**config.mk**
```make
export PLATFORM = sky130hd
export DESIGN_NAME = instr_sequencer_flat
export DESIGN_NICKNAME = d
export VERILOG_FILES = /design/src/rtl/instr_sequencer_if.sv /design/src/rtl/instr_sequencer.sv /design/src/flat_wrapper.sv
export SDC_FILE = /design/constraint.sdc
export NUM_CORES = 1
export LEC_CHECK = 0
export BUFFER_PORTS_ARGS = -buffer_cell sky130_fd_sc_hd__buf_4
export CAP_MARGIN = 15
export CORE_ASPECT_RATIO = 1.5
export CORE_MARGIN = 3
export CORE_UTILIZATION = 41
export DETAILED_ROUTE_END_ITERATION = 10
export GPL_ROUTABILITY_DRIVEN = 0
export GPL_TIMING_DRIVEN = 0
export HOLD_SLACK_MARGIN = 0.06
export PLACE_DENSITY = 0.86
export SLEW_MARGIN = 20
export SYNTH_ARGS = -nofsm -noshare
export SYNTH_HDL_FRONTEND = slang
export SYNTH_SLANG_ARGS = --single-unit
```
**constraint.sdc**
```tcl
create_clock -name clk -period 1.3 [get_ports clk]
set_input_delay 0.13 -clock clk [delete_from_list [all_inputs] [get_ports clk]]
set_output_delay 0.13 -clock clk [all_outputs]
set_load 0.05 [all_outputs]
```
**src/rtl/instr_sequencer_if.sv**
```systemverilog
// instr_sequencer_if: memory port and datapath control bundle between sequencer and datapath
interface instr_sequencer_if;
    logic [15:0] mem_rdata;
    logic        mem_ready;
    logic [7:0]  flags;
    logic        mem_req;
    logic        pc_out_en;
    logic        pc_inc;
    logic        pc_load;
    logic        imm_out_en;
    logic [15:0] imm;
    logic [15:0] ir;
    logic [3:0]  reg_src;
    logic [3:0]  reg_dst;
    logic        reg_out_en;
    logic        reg_we;
    logic        alu_en;
    logic [2:0]  alu_op;
    logic        halted;
    logic        illegal;
    modport master (
        input  mem_rdata, mem_ready, flags,
        output mem_req, pc_out_en, pc_inc, pc_load, imm_out_en, imm, ir,
               reg_src, reg_dst, reg_out_en, reg_we, alu_en, alu_op, halted, illegal
    );
    modport slave (
        output mem_rdata, mem_ready, flags,
        input  mem_req, pc_out_en, pc_inc, pc_load, imm_out_en, imm, ir,
               reg_src, reg_dst, reg_out_en, reg_we, alu_en, alu_op, halted, illegal
    );
endinterface

```
**src/rtl/instr_sequencer.sv**
```systemverilog
// instr_sequencer: fetch/decode/execute control FSM issuing one-cycle bus enables and load strobes
module instr_sequencer #(
    parameter bit RESET_STATE_FETCH = 1'b1
) (
    input logic clk,
    input logic r,
    instr_sequencer_if.master bus
);
    typedef enum logic [2:0] {FETCH, DECODE, OPERAND, EXEC, WB, HALT} state_t;
    state_t state, next;
    logic [15:0] ir, imm;
    logic illegal, set_illegal;
    logic [3:0] op;
    assign op = ir[15:12];
    assign bus.ir = ir;
    assign bus.imm = imm;
    assign bus.illegal = illegal;
    always_ff @(posedge clk) begin
        if (r) begin
            // a non-1 value is reserved; park in HALT so misuse is obvious
            state <= RESET_STATE_FETCH ? FETCH : HALT;
            ir <= '0;
            imm <= '0;
            illegal <= 1'b0;
        end else begin
            state <= next;
            if (state == FETCH && bus.mem_ready) ir <= bus.mem_rdata;
            if (state == OPERAND && bus.mem_ready) imm <= bus.mem_rdata;
            if (set_illegal) illegal <= 1'b1;
        end
    end
    always_comb begin
        next = state;
        set_illegal = 1'b0;
        bus.mem_req = 1'b0;
        bus.pc_out_en = 1'b0;
        bus.pc_inc = 1'b0;
        bus.pc_load = 1'b0;
        bus.imm_out_en = 1'b0;
        bus.reg_src = '0;
        bus.reg_dst = '0;
        bus.reg_out_en = 1'b0;
        bus.reg_we = 1'b0;
        bus.alu_en = 1'b0;
        bus.alu_op = '0;
        bus.halted = 1'b0;
        if (!r) begin
            case (state)
                FETCH, OPERAND: begin
                    bus.mem_req = 1'b1;
                    bus.pc_out_en = 1'b1;
                    bus.pc_inc = bus.mem_ready;
                    if (bus.mem_ready) next = (state == FETCH) ? DECODE : EXEC;
                end
                DECODE: begin
                    case (op)
                        4'h1, 4'h4, 4'h5: next = OPERAND;
                        4'h2, 4'h3: next = EXEC;
                        4'hF: next = HALT;
                        default: next = FETCH;
                    endcase
                    set_illegal = (op >= 4'h6) && (op <= 4'hE);
                end
                EXEC: begin
                    next = (op == 4'h3) ? WB : FETCH;
                    case (op)
                        4'h1: begin
                            bus.imm_out_en = 1'b1;
                            bus.reg_dst = ir[11:8];
                            bus.reg_we = 1'b1;
                        end
                        4'h2: begin
                            bus.reg_out_en = 1'b1;
                            bus.reg_src = ir[7:4];
                            bus.reg_dst = ir[11:8];
                            bus.reg_we = 1'b1;
                        end
                        4'h3: begin
                            bus.reg_out_en = 1'b1;
                            bus.reg_src = ir[7:4];
                            bus.alu_en = 1'b1;
                            bus.alu_op = ir[2:0];
                        end
                        4'h4, 4'h5: begin
                            bus.imm_out_en = (op == 4'h4) || bus.flags[0];
                            bus.pc_load = (op == 4'h4) || bus.flags[0];
                        end
                        default: ;
                    endcase
                end
                WB: begin
                    next = FETCH;
                    bus.alu_en = 1'b1;
                    bus.alu_op = ir[2:0];
                    bus.reg_dst = ir[11:8];
                    bus.reg_we = 1'b1;
                end
                HALT: bus.halted = 1'b1;
                default: next = FETCH;
            endcase
        end
    end
endmodule

```
**src/flat_wrapper.sv**
```systemverilog
// flat-port wrapper written by rule: the top's interface ports become plain ports
module instr_sequencer_flat 
#(
    parameter bit RESET_STATE_FETCH = 1'b1
)
  (clk, r, bus_mem_rdata, bus_mem_ready, bus_flags, bus_mem_req, bus_pc_out_en, bus_pc_inc, bus_pc_load, bus_imm_out_en, bus_imm, bus_ir, bus_reg_src, bus_reg_dst, bus_reg_out_en, bus_reg_we, bus_alu_en, bus_alu_op, bus_halted, bus_illegal);
  instr_sequencer_if bus_i ();
  input logic clk;
  input logic r;
  input wire logic [$bits(bus_i.mem_rdata)-1:0] bus_mem_rdata;
  input wire logic [$bits(bus_i.mem_ready)-1:0] bus_mem_ready;
  input wire logic [$bits(bus_i.flags)-1:0] bus_flags;
  output wire logic [$bits(bus_i.mem_req)-1:0] bus_mem_req;
  output wire logic [$bits(bus_i.pc_out_en)-1:0] bus_pc_out_en;
  output wire logic [$bits(bus_i.pc_inc)-1:0] bus_pc_inc;
  output wire logic [$bits(bus_i.pc_load)-1:0] bus_pc_load;
  output wire logic [$bits(bus_i.imm_out_en)-1:0] bus_imm_out_en;
  output wire logic [$bits(bus_i.imm)-1:0] bus_imm;
  output wire logic [$bits(bus_i.ir)-1:0] bus_ir;
  output wire logic [$bits(bus_i.reg_src)-1:0] bus_reg_src;
  output wire logic [$bits(bus_i.reg_dst)-1:0] bus_reg_dst;
  output wire logic [$bits(bus_i.reg_out_en)-1:0] bus_reg_out_en;
  output wire logic [$bits(bus_i.reg_we)-1:0] bus_reg_we;
  output wire logic [$bits(bus_i.alu_en)-1:0] bus_alu_en;
  output wire logic [$bits(bus_i.alu_op)-1:0] bus_alu_op;
  output wire logic [$bits(bus_i.halted)-1:0] bus_halted;
  output wire logic [$bits(bus_i.illegal)-1:0] bus_illegal;
  assign bus_i.mem_rdata = bus_mem_rdata;
  assign bus_i.mem_ready = bus_mem_ready;
  assign bus_i.flags = bus_flags;
  assign bus_mem_req = bus_i.mem_req;
  assign bus_pc_out_en = bus_i.pc_out_en;
  assign bus_pc_inc = bus_i.pc_inc;
  assign bus_pc_load = bus_i.pc_load;
  assign bus_imm_out_en = bus_i.imm_out_en;
  assign bus_imm = bus_i.imm;
  assign bus_ir = bus_i.ir;
  assign bus_reg_src = bus_i.reg_src;
  assign bus_reg_dst = bus_i.reg_dst;
  assign bus_reg_out_en = bus_i.reg_out_en;
  assign bus_reg_we = bus_i.reg_we;
  assign bus_alu_en = bus_i.alu_en;
  assign bus_alu_op = bus_i.alu_op;
  assign bus_halted = bus_i.halted;
  assign bus_illegal = bus_i.illegal;
  instr_sequencer #(.RESET_STATE_FETCH(RESET_STATE_FETCH)) u_core (.clk(clk), .r(r), .bus(bus_i));
endmodule
```
======== Yosys cells after proc, flatten, opt, wreduce, memory -nomap -nowiden ========
Cells that the tools add are included.
word-level totals
  register bits ........................... 36
  word-level logic and storage cells ...... 67
operators by class
  reduce and logical (&&, ||, !) cells .... 11
  mux-type cells .......................... 37
  equality and inequality tests ........... 12
  order comparisons ....................... 2
  bitwise gates (word level) .............. 1
operator list
  kind                                                                                 count
  1-bit 2-to-1 mux                                                                     20
  4-bit 2-to-1 mux                                                                     5
  3-bit 2-to-1 mux                                                                     4
  3-bit one-hot mux with 4 select lines                                                1
  3-bit one-hot mux with 3 select lines                                                1
  4-bit by 2-bit equality test with 1-bit output, second input constant                2
  4-bit by 3-bit equality test with 1-bit output, second input constant                2
  4-bit one-hot mux with 2 select lines                                                1
  2-bit OR reduction                                                                   4
  3-bit by 2-bit equality test with 1-bit output, second input constant                2
  3-bit equality test, second input constant                                           2
  1-bit one-hot mux with 2 select lines                                                3
  3-bit one-hot mux with 2 select lines                                                1
  4-bit by 1-bit equality test with 1-bit output, second input constant                1
  4-bit equality test, second input constant                                           1
  4-bit by 3-bit greater-or-equal comparator with 1-bit output, second input constant  1
  4-bit less-or-equal comparator, second input constant                                1
  3-bit by 1-bit equality test with 1-bit output, second input constant                1
  1-bit logical AND                                                                    3
  3-bit logical NOT                                                                    1
  3-bit OR reduction                                                                   1
  2-bit 2-to-1 mux                                                                     1
  2-bit inequality test, second input constant                                         1
  2-bit AND reduction                                                                  1
  other kinds (2)                                                                      2

======== Logic depth before layout (Yosys ltp) ========
Gate-level depths: netlist of the first run.
  depth after elaboration ................. 5
  gate-level depth with buffers ........... 6

======== Worst setup path after synthesis of the first run ========
OpenSTA, ideal clock, no wires.
  kind .................................... reg2reg
  start point ............................. reg u_core.state[0]
  end point ............................... reg u_core.state[2]
  buffers on the path ..................... 1
  setup slack ............................. -1.333 ns
  clock period less this slack ............ 2.633 ns
  library setup time ...................... 0.073 ns
  stages on the path, launching flop included .. 5
  arrival ................................. 2.560 ns
  path through ............................ dfxtp_1 -> buf_6 -> inv_1 -> nor4b_1 -> o21bai_1
between the ends
  word-level cells in the longest chain between the ends .. 4
  elaborated cells between the ends (all ways) .. 10
RTL lines
  what                                                                                        RTL line               source
  start: declaration                                                                          instr_sequencer.sv:10  state_t state, next;
  start signal: assignment                                                                    instr_sequencer.sv:21  state <= RESET_STATE_FETCH ? FETCH : HALT;
  start signal: assignment                                                                    instr_sequencer.sv:26  state <= next;
  3-bit by 2-bit equality test with 1-bit output / 3-bit logical NOT (equally long branches)  instr_sequencer.sv:48  case (state)
  2-bit OR reduction                                                                          instr_sequencer.sv:48
  2-bit inequality test (no source line)                                                      n/a
  2-bit AND reduction (no source line)                                                        n/a
Several ways; a longest one is shown, not always the timed one.
A chain may end at the register's enable or synchronous reset.

======== Final worst setup path of the first run ========
  start point ............................. reg u_core.state[2]
  end point ............................... out bus_alu_op[2]
between the ends
  word-level cells in the longest chain between the ends .. 3
  elaborated cells between the ends (all ways) .. 4
RTL lines
  what                                                                                          RTL line               source
  3-bit equality test / 3-bit by 2-bit equality test with 1-bit output (equally long branches)  instr_sequencer.sv:48
  3-bit one-hot mux with 2 select lines *                                                       instr_sequencer.sv:48
  3-bit 2-to-1 mux *                                                                            instr_sequencer.sv:47  if (!r) begin
  end: declaration                                                                              flat_wrapper.sv:25     output wire logic [$bits(bus_i.alu_op)-1:0] bus_alu_op;
Every way passes the cells marked *; elsewhere a longest branch is shown, timed or not.

==> flow_metrics.py, run 1 <==
metrics = {
    "power_and_ir_drop": {
        "power.density_nw_per_um2": 827.7,
        "p_sw_w": 0.0009101,
        "comb_power_share": 0.270,
        "swShare": 0.3193,
        "power_w": 0.002850,
        "power_frac_clock": 0.314,
        "power_frac_seq": 0.417,
        "ir_worst_vdd_mv": 1.007,
        "p_int_w": 0.001940,
        "p_leak_nw": 1.510,
    },
    "finish": {
        "utilization": 0.9101,
        "n_antenna_cell": 0,
        "fillers": 142,
        "nets": 350,
        "drive_gt1_frac": 0.7130,
        "multi_input_area_um2": 1297,
        "areaGrowthSynthToFinish_pct": 107.1,
        "register_area_um2": 739.5,
    },
    "placed_design": {
        "portBuffers": 72,
        "dp_hpwl_mm": 3.596,
    },
    "timing": {
        "finClkSkew_ns": 0.01051,
        "slew_violations": 0,
        "min_period_ns": 1.805,
        "final-setup-viol-count": 56,
        "worst_slew_pin_slew_ns": 0.6814,
        "fmax_mhz": 554.1,
        "finalCritPeriodShare": 1.388,
        "setup_ws_ns": -0.5048,
        "rsz0062_at_grt": "true",
        "fin_hold_ws_ns": 0.09341,
        "slew_headroom": 0.5458,
        "hold_viol": 0,
    },
    "global_route": {
        "globalRouteOverflowTotal": 0,
        "grt_util_met1": 0.2682,
        "grt_pass1_vias": 1942,
        "grtUsageTotal": 0.2609,
        "use_met3": 0.04334,
        "grt_pass1_wl_mm": 9.666,
        "busiest_layer": "met2",
        "antenna_found_initial": 0,
        "grtUsageMet2": 0.4763,
        "grt_max_degree": 12,
    },
    "worst_setup_path": {
        "cpMostUsedCell": "buf_6",
        "r2r-end": "u_core.bus.ir[13]",
        "worst-endpoint-arrival_ns": 1.67,
        "critical-path-slowest-cell": "dfxtp_2",
        "worstPathRequired_ns": 1.17,
        "reg2reg_slack_ns": -0.40,
        "r2r-start": "u_core.state[0]",
        "startpoint_type": "flop",
        "ff2ff_path_depth": 8,
        "crit_path_end_kind": "primary output",
        "max_stage_delay_ns": 0.34,
        "path_class": "flop to primary output",
        "path_cells": "buf_8 > and4bb_2 > a22oi_2 > buf_6 > nor3b_4 > buf_6",
        "cp_max_fo": 4,
    },
    "routing": {
        "wl_per_cell_um": 20.58,
        "drtPass1Iterations": 5,
        "drt-vias-per-instance": 5.567,
        "drc": 0,
        "wl_mm": 7.552,
        "vias": 2043,
        "ant_nets": 0,
        "drtIter0Drc": 60,
    },
    "clock_tree": {
        "hold_buffers": 0,
        "cts_tree": "done",
        "cts-htree-levels": 2,
        "clock_latency_ns": 0.30,
        "clk_pin_slew_worst_paths_ns": 0.07,
        "root_buffer": "clkbuf_8",
        "clock-sinks": 36,
        "numCtsBuffers": 5,
        "cts.path.max_buffers": 2,
    },
    "die": {
        "die-area_um2": 4872,
        "die_width_um": 58,
        "rows": 27,
        "io_pins": 80,
        "start_util": 0.4395,
        "core_um2": 3784,
        "die_y_um": 84.00,
    },
    "logic_synthesis": {
        "syn_area_per_cell_um2": 8.111,
        "synthArstFlopShare": 0,
        "synth_cell_types": 39,
        "synth_area_um2": 1663,
        "yosysSeqAreaShare": 0.4334,
        "yosysWarningCount": 0,
        "ys_ff_latch": 36,
        "syn_nets": 232,
        "synth_edf_count": 0,
        "synth_flop_cell": "dfxtp_1",
        "syn-instance-count": 205,
    },
    "min_path": {
        "whs_path_depth": 3,
        "hold-path-endpoint": "u_core.bus.ir[5]",
        "hold_start": "bus_mem_rdata[5]",
        "hold_class": "primary input to flop",
    },
    "job": {
        "max-cap-violations": 0,
    },
    "run_status": {
        "violations": "negative setup slack",
        "status": "complete, but fails checks",
    },
}
[how the worst max path moves through the flow]
stage	from	to
after CTS	u_core.state[1]	bus_reg_src[0]
after floorplan	u_core.bus.ir[15]	bus_reg_src[0]
after global routing	u_core.state[2]	bus_reg_dst[3]
after global placement	u_core.state[2]	bus_alu_op[0]
after detailed placement	u_core.state[2]	bus_alu_op[0]
final	u_core.state[2]	bus_alu_op[2]
[repair_timing]
item	CTS	global route
cloned	2	1
setup endpoints to repair	41	56
pin swaps	39	50
buffers inserted	31	8
gates resized for setup	81	81
[state kept, by name (all words and copies together) (netlist names)]
register and flops:
u_core.bus.ir 16, u_core.state 3, u_core.bus.imm 16, u_core.bus.illegal 1
[cells in the final DEF, fill, tap and decap left out, types with 5 or more instances in the layout]
cell type / n
a21oi_1: 8
a21oi_2: 24
and2_4: 5
buf_4: 71
buf_6: 35
buf_8: 17
clkbuf_8: 8
dfxtp_1: 29
nand2_1: 30
nand2_2: 17
nand2_4: 19
[power groups by stage]
stage,clock [W],sequential (W),combinational [W]
detailed placement,0,0.00120,0.000540
floorplan,0,0.00133,0.000235
global placement,0,0.00120,0.000537
finish,0.000894,0.00119,0.000768
CTS,0.000879,0.00118,0.000642
global route,0.000947,0.00119,0.000796
[synth_stat cells (3+ instances only)]
master / n / area (um^2)
nand2_1: 65 / 244.0
a21oi_1: 31 / 155.2
nor3_1: 3 / 15.01
dfxtp_1: 36 / 720.7
buf_2: 6 / 30.03
buf_6: 5 / 56.30
o21ai_0: 4 / 20.02
nor3b_1: 4 / 30.03
a21boi_0: 4 / 30.03
buf_4: 3 / 22.52
nor2_1: 4 / 15.01
and2_1: 5 / 31.28
[final cells by class]
class                   instances  area share
flip-flops and latches         36      0.2148
clock buffers                   8     0.02907
multi-input cells             149      0.3768
inverters                       2    0.004360
repair buffers                113      0.3114
well taps                      43     0.01563
plain buffers                  16     0.04797
[stage by stage]
stage / setup slack (ns) / setup TNS (ns) / std cells / instance area (um^2)
floorplan: -0.5861 / -7.573 / 205 / 1856
global placement: -0.5748 / -7.781 / 320 / 2450
detailed placement: -0.5806 / -8.258 / 320 / 2450
CTS: -0.4760 / -16.29 / 359 / 3072
global route: -0.5527 / -22.70 / 367 / 3443
finish: -0.5048 / -20.30 / 367 / 3443
[layer usage]
metal,wire (um),vias to the layer above,part of all wire
li1,-,926,-
met4,198,0,0.026
met2,4370,93,0.58
met1,2617,1005,0.35
met3,366,19,0.048
met5,0,-,0
[critical path, delay by kind of cell, from the launching register on]
kind,cells,cell delay [ns]
compound gates,1,0.09
simple gates,2,0.49
buf+inv,3,0.45
flops,1,0.34
[logic make-up after synthesis]
family	after synthesis	synth area share
and+or+nand+nor	99	0.3115
AOI/OAI and AO/OA	49	0.1701
DFF	36	0.4334
buffers and inverters	20	0.07975
xor gates and xnor gates	1	0.005268
No activity file was read; power rests on OpenSTA's default activity.
==> inputs of run 2 (changes only) <==
--- a/config.mk
+++ b/config.mk
@@ -15,6 +15,7 @@
 export GPL_TIMING_DRIVEN = 0
 export HOLD_SLACK_MARGIN = 0.06
 export PLACE_DENSITY = 0.86
+export RECOVER_POWER = 100
 export SLEW_MARGIN = 20
 export SYNTH_ARGS = -nofsm -noshare
 export SYNTH_HDL_FRONTEND = slang
==> flow_metrics.py, run 2 (same netlist as run 1, synthesis figures left out) <==
metrics = {
    "worst_setup_path": {
        "critical-path-slowest-cell": "dfxtp_2",
        "crit_path_end_kind": "primary output",
        "startpoint_type": "flop",
        "path_class": "flop to primary output",
        "path_cells": "buf_6 > and3b_2 > nor4b_4 > buf_4 > and2_4 > buf_8",
        "cp_max_fo": 5,
        "worst-endpoint-arrival_ns": 1.67,
        "worstPathRequired_ns": 1.17,
        "max_stage_delay_ns": 0.34,
        "ff2ff_path_depth": 8,
    },
    "routing": {
        "vias": 2036,
        "drc": 0,
        "drt-vias-per-instance": 5.548,
        "ant_nets": 0,
        "drtIter0Drc": 65,
        "wl_mm": 7.497,
        "drtPass1Iterations": 4,
        "wl_per_cell_um": 20.43,
    },
    "placed_design": {
        "place_inst": 320,
        "dp_hpwl_mm": 3.596,
        "portBuffers": 72,
        "place_ws_ns": -0.5806,
    },
    "finish": {
        "layout_common_cells": "buf_4, buf_6, nand2_1",
        "layout_commonest_cell": "buf_4",
        "drive_gt1_frac": 0.7130,
        "fillers": 159,
        "nets": 350,
        "n_antenna_cell": 0,
        "multi_input_area_um2": 1297,
        "areaGrowthSynthToFinish_pct": 104.2,
        "register_area_um2": 739.5,
        "layout_top_registers": "u_core.bus.imm x16, u_core.bus.ir x16, u_core.state x3",
        "post_layout_nonfiller_instances": 367,
    },
    "timing": {
        "finClkSkew_ns": 0.01027,
        "finalCritPeriodShare": 1.386,
        "fin_hold_ws_ns": 0.09483,
        "hold_viol": 0,
        "fmax_mhz": 555.2,
        "slew_headroom": 0.5474,
        "rsz0062_at_grt": "true",
        "slew_violations": 0,
        "min_period_ns": 1.801,
        "setup_ws_ns": -0.5012,
        "worst_slew_pin_slew_ns": 0.6789,
        "final-setup-viol-count": 56,
    },
    "clock_tree": {
        "hold_buffers": 0,
        "root_buffer": "clkbuf_8",
        "clk_pin_slew_worst_paths_ns": 0.07,
        "numCtsBuffers": 5,
        "clock_latency_ns": 0.30,
        "clock-sinks": 36,
        "cts-htree-levels": 2,
        "cts_tree": "done",
        "cts.path.max_buffers": 2,
    },
    "min_path": {
        "hold_class": "primary input to flop",
        "whs_path_depth": 3,
    },
    "power_and_ir_drop": {
        "p_leak_nw": 1.494,
        "power_w": 0.002841,
        "ir_worst_vdd_mv": 1.001,
        "power.density_nw_per_um2": 836.6,
    },
    "run_status": {
        "status": "complete, but fails checks",
        "violations": "negative setup slack",
    },
    "die": {
        "core_um2": 3784,
        "io_pins": 80,
        "start_util": 0.4395,
        "die_width_um": 58,
        "die_y_um": 84.00,
        "rows": 27,
        "die-area_um2": 4872,
    },
    "global_route": {
        "grt_pass1_wl_mm": 9.666,
        "antenna_found_initial": 0,
        "grt_max_degree": 12,
        "globalRouteOverflowTotal": 0,
        "grt_pass1_vias": 1942,
        "grtUsageTotal": 0.2609,
    },
    "job": {
        "max-cap-violations": 0,
    },
}
[run 2: cell count changes in the layout (fill, tap and decap cells not counted), sizes merged]
cell / previous run / this run
buf: 125 / 106
clkbuf: 12 / 31
[run 2: layer usage]
metal | GRT usage | routed length, um
met1 | 0.2682 | 2535
met2 | 0.4763 | 4297
met3 | 0.04334 | 407
met4 | 0.1456 | 257
met5 | 0 | 0
[run 2: worst max-delay path: cells and delay by family (launching register included)]
kind / cells / cell delay [ns]
simple gates: 3 / 0.60
buf+inv: 3 / 0.43
flops: 1 / 0.34
[run 2: through the flow]
stage | cell area, um^2 | TNS, ns | utilization
floorplan | 1856 | -7.573 | -
global placement | 2450 | -7.781 | 0.6475
detailed placement | 2450 | -8.258 | 0.6475
CTS | 3072 | -16.29 | 0.8118
global route | 3396 | -22.70 | 0.8975
finish | 3396 | -20.16 | 0.8975
[run 2: timing repair]
action                                  4_1_cts  5_1_grt
gates cloned                                  2        1
resized for setup                            81       81
endpoints found under the setup margin       41       56
pin swaps                                    39       50
setup buffers                                31        8
[run 2: layout make-up]
type	instances	area share
clock buffer	8	0.02948
sequential	36	0.2178
multi-input combinational	149	0.3821
buffer	16	0.04864
tap	43	0.01584
timing repair buffer	113	0.3018
inverter	2	0.004422
[run 2: worst paths after layout]
check | endpoint | slack (ns) | from
worst min register to register | u_core.bus.imm[10] | 0.46 | u_core.bus.imm[10]
worst max-delay path | bus_reg_src[0] | -0.50 | u_core.state[1]
worst max register to register | u_core.bus.ir[13] | -0.40 | u_core.state[0]
worst min-delay path | u_core.bus.ir[5] | 0.09 | bus_mem_rdata[5]
[run 2: power by group]
group,internal (W),switching [W]
Clock,0.000484,0.000411
Sequential,0.00114,0.0000430
Combinational,0.000303,0.000456
